===== src/rtl/intr_ctrl_pkg.sv =====
// Shared register-map constants for the memory-mapped interrupt controller.
// Offsets are word indices (mem_addr[4:2]) within the 32-byte window.
package intr_ctrl_pkg;

    localparam logic [2:0] INTR_PENDING = 3'd0;
    localparam logic [2:0] INTR_MASK    = 3'd1;
    localparam logic [2:0] INTR_CTRL    = 3'd2;
    localparam logic [2:0] INTR_CLAIM   = 3'd3;
    localparam logic [2:0] INTR_EDGE    = 3'd4;

    localparam int          ID_W        = 5;
    localparam logic [31:0] CLAIM_VALID = 32'h8000_0000;

endpackage


===== src/rtl/irq_sync_edge.sv =====
// Two-flop synchroniser for one asynchronous request line, plus a delay flop
// so a rising edge of the synchronised level can be detected.
module irq_sync_edge (
    input  logic clk,
    input  logic rst,
    input  logic src,
    output logic s,
    output logic rise
);

    logic meta_reg;
    logic s_reg;
    logic s_d_reg;

    always_ff @(posedge clk or posedge rst) begin
        if (rst) begin
            meta_reg <= 1'b0;
            s_reg    <= 1'b0;
            s_d_reg  <= 1'b0;
        end else begin
            meta_reg <= src;
            s_reg    <= meta_reg;
            s_d_reg  <= s_reg;
        end
    end

    assign s    = s_reg;
    assign rise = s_reg & ~s_d_reg;

endmodule


===== src/rtl/intr_ctrl.sv =====
// Interrupt controller: per-source sync/edge detect, pending/mask/edge state,
// claim-with-acknowledge read, and a registered level request to the core.
module intr_ctrl
    import intr_ctrl_pkg::*;
#(
    parameter int          N_IRQ     = 8,
    parameter logic [31:0] BASE_ADDR = 32'hFFFF_FF00
) (
    input  logic             clk,
    input  logic             rst,
    input  logic [N_IRQ-1:0] irq_src,
    input  logic             mem_ren,
    input  logic             mem_wen,
    input  logic [31:0]      mem_addr,
    input  logic [31:0]      mem_dout,
    output logic             sel,
    output logic [31:0]      rdata,
    output logic             ir_out
);

    logic [N_IRQ-1:0] pending_reg;
    logic [N_IRQ-1:0] pending_next;
    logic [N_IRQ-1:0] mask_reg;
    logic [N_IRQ-1:0] edge_reg;
    logic             gie_reg;
    logic             ir_reg;

    logic [N_IRQ-1:0] s;
    logic [N_IRQ-1:0] rise;
    logic [N_IRQ-1:0] active;
    logic [2:0]       offset;
    logic             wr;
    logic             w1c;
    logic             any_active;
    logic             claim_take;
    logic [ID_W-1:0]  claim_id;

    // Lowest-numbered set bit wins.
    function automatic logic [ID_W-1:0] lowest_id(input logic [N_IRQ-1:0] v);
        logic [ID_W-1:0] id;
        id = '0;
        for (int i = N_IRQ - 1; i >= 0; i--) begin
            if (v[i]) id = ID_W'(i);
        end
        return id;
    endfunction

    assign sel        = (mem_addr[31:5] == BASE_ADDR[31:5]);
    assign offset     = mem_addr[4:2];
    assign wr         = mem_wen & sel;
    assign w1c        = wr & (offset == INTR_PENDING);
    assign active     = pending_reg & mask_reg;
    assign any_active = |active;
    assign claim_id   = lowest_id(active);
    // A simultaneous write suppresses the acknowledge side effect of a claim read.
    assign claim_take = mem_ren & sel & (offset == INTR_CLAIM) & ~mem_wen & any_active;

    generate
        for (genvar gi = 0; gi < N_IRQ; gi++) begin : g_src
            irq_sync_edge u_sync (
                .clk  (clk),
                .rst  (rst),
                .src  (irq_src[gi]),
                .s    (s[gi]),
                .rise (rise[gi])
            );

            // Edge sources: a new rise beats any clear in the same cycle.
            // Level sources simply track the synchronised input.
            assign pending_next[gi] = !edge_reg[gi] ? s[gi] :
                                      rise[gi]      ? 1'b1  :
                                      ((w1c && mem_dout[gi]) ||
                                       (claim_take && claim_id == ID_W'(gi))) ? 1'b0 :
                                      pending_reg[gi];
        end
    endgenerate

    always_ff @(posedge clk or posedge rst) begin
        if (rst) begin
            pending_reg <= '0;
            mask_reg    <= '0;
            edge_reg    <= '1;
            gie_reg     <= 1'b0;
            ir_reg      <= 1'b0;
        end else begin
            pending_reg <= pending_next;
            ir_reg      <= gie_reg & any_active;
            if (wr) begin
                case (offset)
                    INTR_MASK: mask_reg <= mem_dout[N_IRQ-1:0];
                    INTR_CTRL: gie_reg  <= mem_dout[0];
                    INTR_EDGE: edge_reg <= mem_dout[N_IRQ-1:0];
                    default:   ;
                endcase
            end
        end
    end

    always_comb begin
        rdata = '0;
        if (sel) begin
            case (offset)
                INTR_PENDING: rdata = {{(32-N_IRQ){1'b0}}, pending_reg};
                INTR_MASK:    rdata = {{(32-N_IRQ){1'b0}}, mask_reg};
                INTR_CTRL:    rdata = {31'b0, gie_reg};
                INTR_CLAIM:   rdata = any_active ? (CLAIM_VALID | {27'b0, claim_id}) : 32'b0;
                INTR_EDGE:    rdata = {{(32-N_IRQ){1'b0}}, edge_reg};
                default:      rdata = '0;
            endcase
        end
    end

    assign ir_out = ir_reg;

    logic unused_bits;
    assign unused_bits = ^{mem_addr[1:0], mem_dout[31:N_IRQ]};

endmodule


===== config.mk =====
export PLATFORM = sky130hd
export DESIGN_NAME = intr_ctrl
export DESIGN_NICKNAME = d
export VERILOG_FILES = /design/src/rtl/intr_ctrl_pkg.sv /design/src/rtl/irq_sync_edge.sv /design/src/rtl/intr_ctrl.sv
export SDC_FILE = /design/constraint.sdc
export NUM_CORES = 1
export LEC_CHECK = 0
export ABC_AREA = 1
export CORE_MARGIN = 5
export CORE_UTILIZATION = 40
export CTS_BUF_LIST = sky130_fd_sc_hd__clkbuf_8
export DETAILED_ROUTE_END_ITERATION = 8
export GPL_TIMING_DRIVEN = 1
export PLACE_DENSITY = 0.76
export SKIP_CTS_REPAIR_TIMING = 1
export SYNTH_ARGS = -nofsm -noshare
export SYNTH_HDL_FRONTEND = slang
export SYNTH_SLANG_ARGS = --single-unit

===== constraint.sdc =====
create_clock -name clk -period 1.8 [get_ports clk]
set_clock_uncertainty 0.1 [all_clocks]
set_input_delay 0.18 -clock clk [delete_from_list [all_inputs] [get_ports clk]]
set_output_delay 0.18 -clock clk [all_outputs]
set_load 0.1 [all_outputs]

Word level (Yosys, flattened, before mapping)
Cells that the tools add are included.
Operators by class
  bitwise gates (word level): 25
  equal/unequal tests: 20
  mux-type cells: 35
  reduce and logical (&&, ||, !) cells: 30
Operator list (number)
  $pmux 32 s5: 1
  $mux 32: 2
  $mux 5: 6
  $eq 27x27->1 const B: 1
  $mux 1: 24
  $ne 3x1->1 const B: 8
  $eq 5x3->1 const B: 4
  $logic_and 1x1->1: 16
  $and 1x1->1: 15
  $eq 5x2->1 const B: 2
  $not 1->1: 9
  $and 8x8->8: 1
  $logic_or 1x1->1: 8
  $reduce_or 8->1: 1
  $eq 3x2->1 const B: 2
  $mux 3: 2
  $reduce_and 2->1: 3
  $eq 5x1->1 const B: 1
  $logic_not 5->1: 1
  $eq 3x1->1 const B: 1
  $eq 3x3->1 const B: 1
  $logic_not 3->1: 1
Storage, ports and cells
  logic and storage cells: 146
  output and inout port bits: 34
  flip-flop bits (word level): 50
  input bits: 76

Depth between registers and ports, before layout
  depth in word-level cells: 15
  mapped depth: 13
  mapped depth without buffers: 13

Hierarchy
A second synthesis with hierarchy kept.
Unflattened totals
  cell total of the unflattened synthesis: 364
  area total of the unflattened synthesis: 2831.5 um^2
By module, submodules not included
  intr_ctrl: cells each 316, seq. area each 660.6 um^2, instances 1, area an instance 2120.8 um^2
  irq_sync_edge: cells each 6, seq. area each 75.1 um^2, instances 8, area an instance 88.8 um^2

Least setup slack after synthesis
No wires, ideal clock.
  path kind: input-to-output
  start: input port mem_addr[6]
  end: output port rdata[31]
  buffers on the path: 0
  arrival: 3.260 ns
  data required time: 1.520 ns
  stages on the path: 7
  setup slack: -1.740 ns
  cell sequence: nor2_1 > nand2_1 > nor2_2 > nand2_2 > nor2_4 > inv_4 > nor3_1
On the way
  longest elaborated chain between the ends: 2
Ends and longest elaborated chain
  from (decl): RTL line intr_ctrl.sv:14  | input logic [31:0] mem_addr,
  $eq 27x27->1: RTL line intr_ctrl.sv:48  | assign sel = (mem_addr[31:5] == BASE_ADDR[31:5]);
  named net sel: RTL line intr_ctrl.sv:16  | output logic sel,
  $mux 32: RTL line intr_ctrl.sv:101  | if (sel) begin
  to (decl): RTL line intr_ctrl.sv:17  | output logic [31:0] rdata,
The timed path passes the listed nets, and every way through them passes these cells.

Worst setup path in the final report
  start: register pending_reg[1]
  end: output port rdata[1]
On the way
  longest elaborated chain between the ends: 6
  elaborated cells on any way between the ends: 7
  classes of those cells: 5 x mux; 1 x bitwise; 1 x reduce/logical
Ends and longest elaborated chain
  from (decl): RTL line intr_ctrl.sv:21  | logic [N_IRQ-1:0] pending_reg;
  from (signal assigned): RTL line intr_ctrl.sv:86  | pending_reg <= pending_next;
  $and 8x8->8: RTL line intr_ctrl.sv:52  | assign active = pending_reg & mask_reg;
  $mux 5 (2 in a row): RTL line intr_ctrl.sv:43  | if (v[i]) id = ID_W'(i);
  $mux 32: RTL line intr_ctrl.sv:106  | INTR_CLAIM: rdata = any_active ? (CLAIM_VALID | {27'b0, claim_id}) : 32'b0;
  $pmux 32 s5 (*): RTL line intr_ctrl.sv:102  | case (offset)
  $mux 32 (*): RTL line intr_ctrl.sv:101
Every way passes the cells marked *; elsewhere a longest branch is shown, timed or not.

==> results_dict.tcl <==
set metrics [dict create \
    status "finished, violations left" \
    violations "negative setup slack" \
    dieArea_mm2 0.008290 \
    antenna_found_initial 0 \
    synth_area_per_cell_um2 7.867 \
    hold_path.class "primary input to asynchronous set/reset pin" \
    rsz0062_at_grt "yes" \
    synth_edf_count 0 \
    worstPathMaxFanout 3 \
    placedCellCount 492 \
    hpwl_mm 4.692 \
    synth_common_cells "121 x nand2_1, 42 x dfrtp_1, 38 x inv_1" \
    ir_drop_mv 0.7031 \
    clkSinkCount 50 \
    die_y_um 91.05 \
    cts_made_buffers 5 \
    first_pass_iters 4 \
    grt_pass1_vias 2274 \
    grt_max_degree 51 \
    overflow 0 \
    clock-root-buffer "clkbuf_8" \
    cts_max_level 2 \
    antenna_cells 0 \
    place_area_mm2 0.003676 \
    grt_pass1_wl_mm 10.14 \
    gp_congestion 0.9326 \
    synth.area.top_cells "dfrtp_1 40%, nand2_1 17%, dfstp_2 8.0%" \
    async_flop_share 1.000 \
    rows 29 \
    start_kind "register" \
    clock_latency_ns 0.31 \
    max_clock_freq_mhz 495.9 \
    worstPathArrival_ns 1.74 \
    final_area_mm2 0.004090 \
    hold_viol 0 \
    yosysSeqAreaShare 0.4800 \
    stdcell_count 512 \
    grt.total_usage 0.1470 \
    synth_warnings 0 \
    synth_cell_types 28 \
    drive_above_1_share 0.3287 \
    io_pins 110 \
    synthMostInstantiatedCell "nand2_1" \
    required_ns 1.52 \
    yosys.area.top_type "dfrtp_1" \
    drc 0 \
    clockBufferDepth 2 \
    via_count 2390 \
    synth-seq-cells 50 \
    setup_tns_ns -0.5749 \
    worstSetupPathType "register to primary output" \
    final_max_slew_viol_count 0 \
    min_period_ns 2.017 \
    p_leak_uw 0.002097 \
    totalPowerFinal_uw 2419 \
    start_util 0.4114 \
    setup_violations 4 \
    dpl_worst_slack_ns -0.3955 \
    synth-main-ff-cell "dfrtp_1" \
    cellPowerDensity_mw_per_mm2 591.5 \
    worst-r2r-setup-slack_ns 0.05 \
    routedWlPerCell_um 12.64 \
    drt_iter0_drc 140 \
    syn_inst 334 \
    crit_path_end_kind "primary output" \
    synth_top_area_frac 0.4000 \
    die_w_um 91.05 \
    syn_area_mm2 0.002628 \
    clkTransAtPathRegs_ns 0.09 \
    tritoncts "built" \
    nets 510 \
    wl_mm 6.473 \
    drtAntennaViolNets 0 \
    setup_ws_ns -0.2166 \
    drv_cap 0 \
    core_mm2 0.006386 \
    fin_crit_sh 1.120 \
    via_per_inst 4.668 \
    io_buffers 60 \
    area_growth_pct 55.67 \
]
final timing paths:
check | from | end | depth (start not counted)
min in group clk | irq_src[2] | g_src[2].u_sync.meta_reg | 1
worst min-delay path | rst | g_src[7].u_sync.meta_reg | 3
worst max register to register | pending_reg[1] | pending_reg[5] | 12
max in group asynchronous | rst | edge_reg[1] | 3
worst min register to register | g_src[0].u_sync.meta_reg | g_src[0].u_sync.s | 0
worst max-delay path | pending_reg[1] | rdata[1] | 9
kinds of logic (layout without fill, tap and decap cells):
family          Yosys count  after routing  share of synthesized area
buf+inv                  65            144                     0.1324
compound gates           32             32                    0.08762
other cells               1             23                   0.001427
simple gates            186            186                     0.2986
flops                    50             50                     0.4800
stage by stage:
step	utilization	hold slack, ns
floorplan	-	0.1114
global placement	0.5756	0.2320
detailed placement	0.5756	0.2347
CTS	0.5935	0.1275
global route	0.6405	0.1432
finish	0.6405	0.1200
layout make-up:
class / count / area [um2]
well taps: 77 / 96.34
fillers: 511 / 2296
clock inverters: 3 / 45.04
multi-input cells: 241 / 1381
clock buffers: 5 / 68.82
inverters: 40 / 165.2
repair buffers: 96 / 1072
flip-flops and latches: 50 / 1261
worst max-delay path: stages (launching register included):
cell and delay [ns]:
dfrtp_1 0.41, nand2_2 0.11, nand2_2 0.09, inv_2 0.04, nand2_4 0.08, nor2_4 0.05
nor2_4 0.15, nand2_2 0.09, a41oi_4 0.20, buf_12 0.20
routing by layer:
| layer | track usage | part of all wire | wire [um] | vias up |
|---|---|---|---|---|
| met5 | 0 | 0 | 0 | - |
| met3 | 0.04463 | 0.075 | 487 | 9 |
| met1 | 0.1797 | 0.41 | 2658 | 1109 |
| li1 | - | - | - | 1187 |
| met2 | 0.2476 | 0.50 | 3242 | 85 |
| met4 | 0.04768 | 0.013 | 85 | 0 |
placed cells by master, fill, tap and decap left out, types with 10 or more instances in the layout:
| cell type | instances |
|---|---|
| buf_12 | 12 |
| dfrtp_1 | 42 |
| buf_4 | 32 |
| inv_2 | 10 |
| nand3_1 | 13 |
| nor2_1 | 26 |
| clkdlybuf4s50_1 | 19 |
| o21ai_2 | 14 |
| conb_1 | 23 |
| dlymetal6s2s_1 | 29 |
| nand2_1 | 100 |
| nand2_2 | 18 |
| inv_1 | 27 |
where the power goes:
group | switching (uW) | internal (uW)
clock | 370 | 413
combinational | 319 | 137
sequential | 19.7 | 1160
No activity file was read; power rests on OpenSTA's default activity.
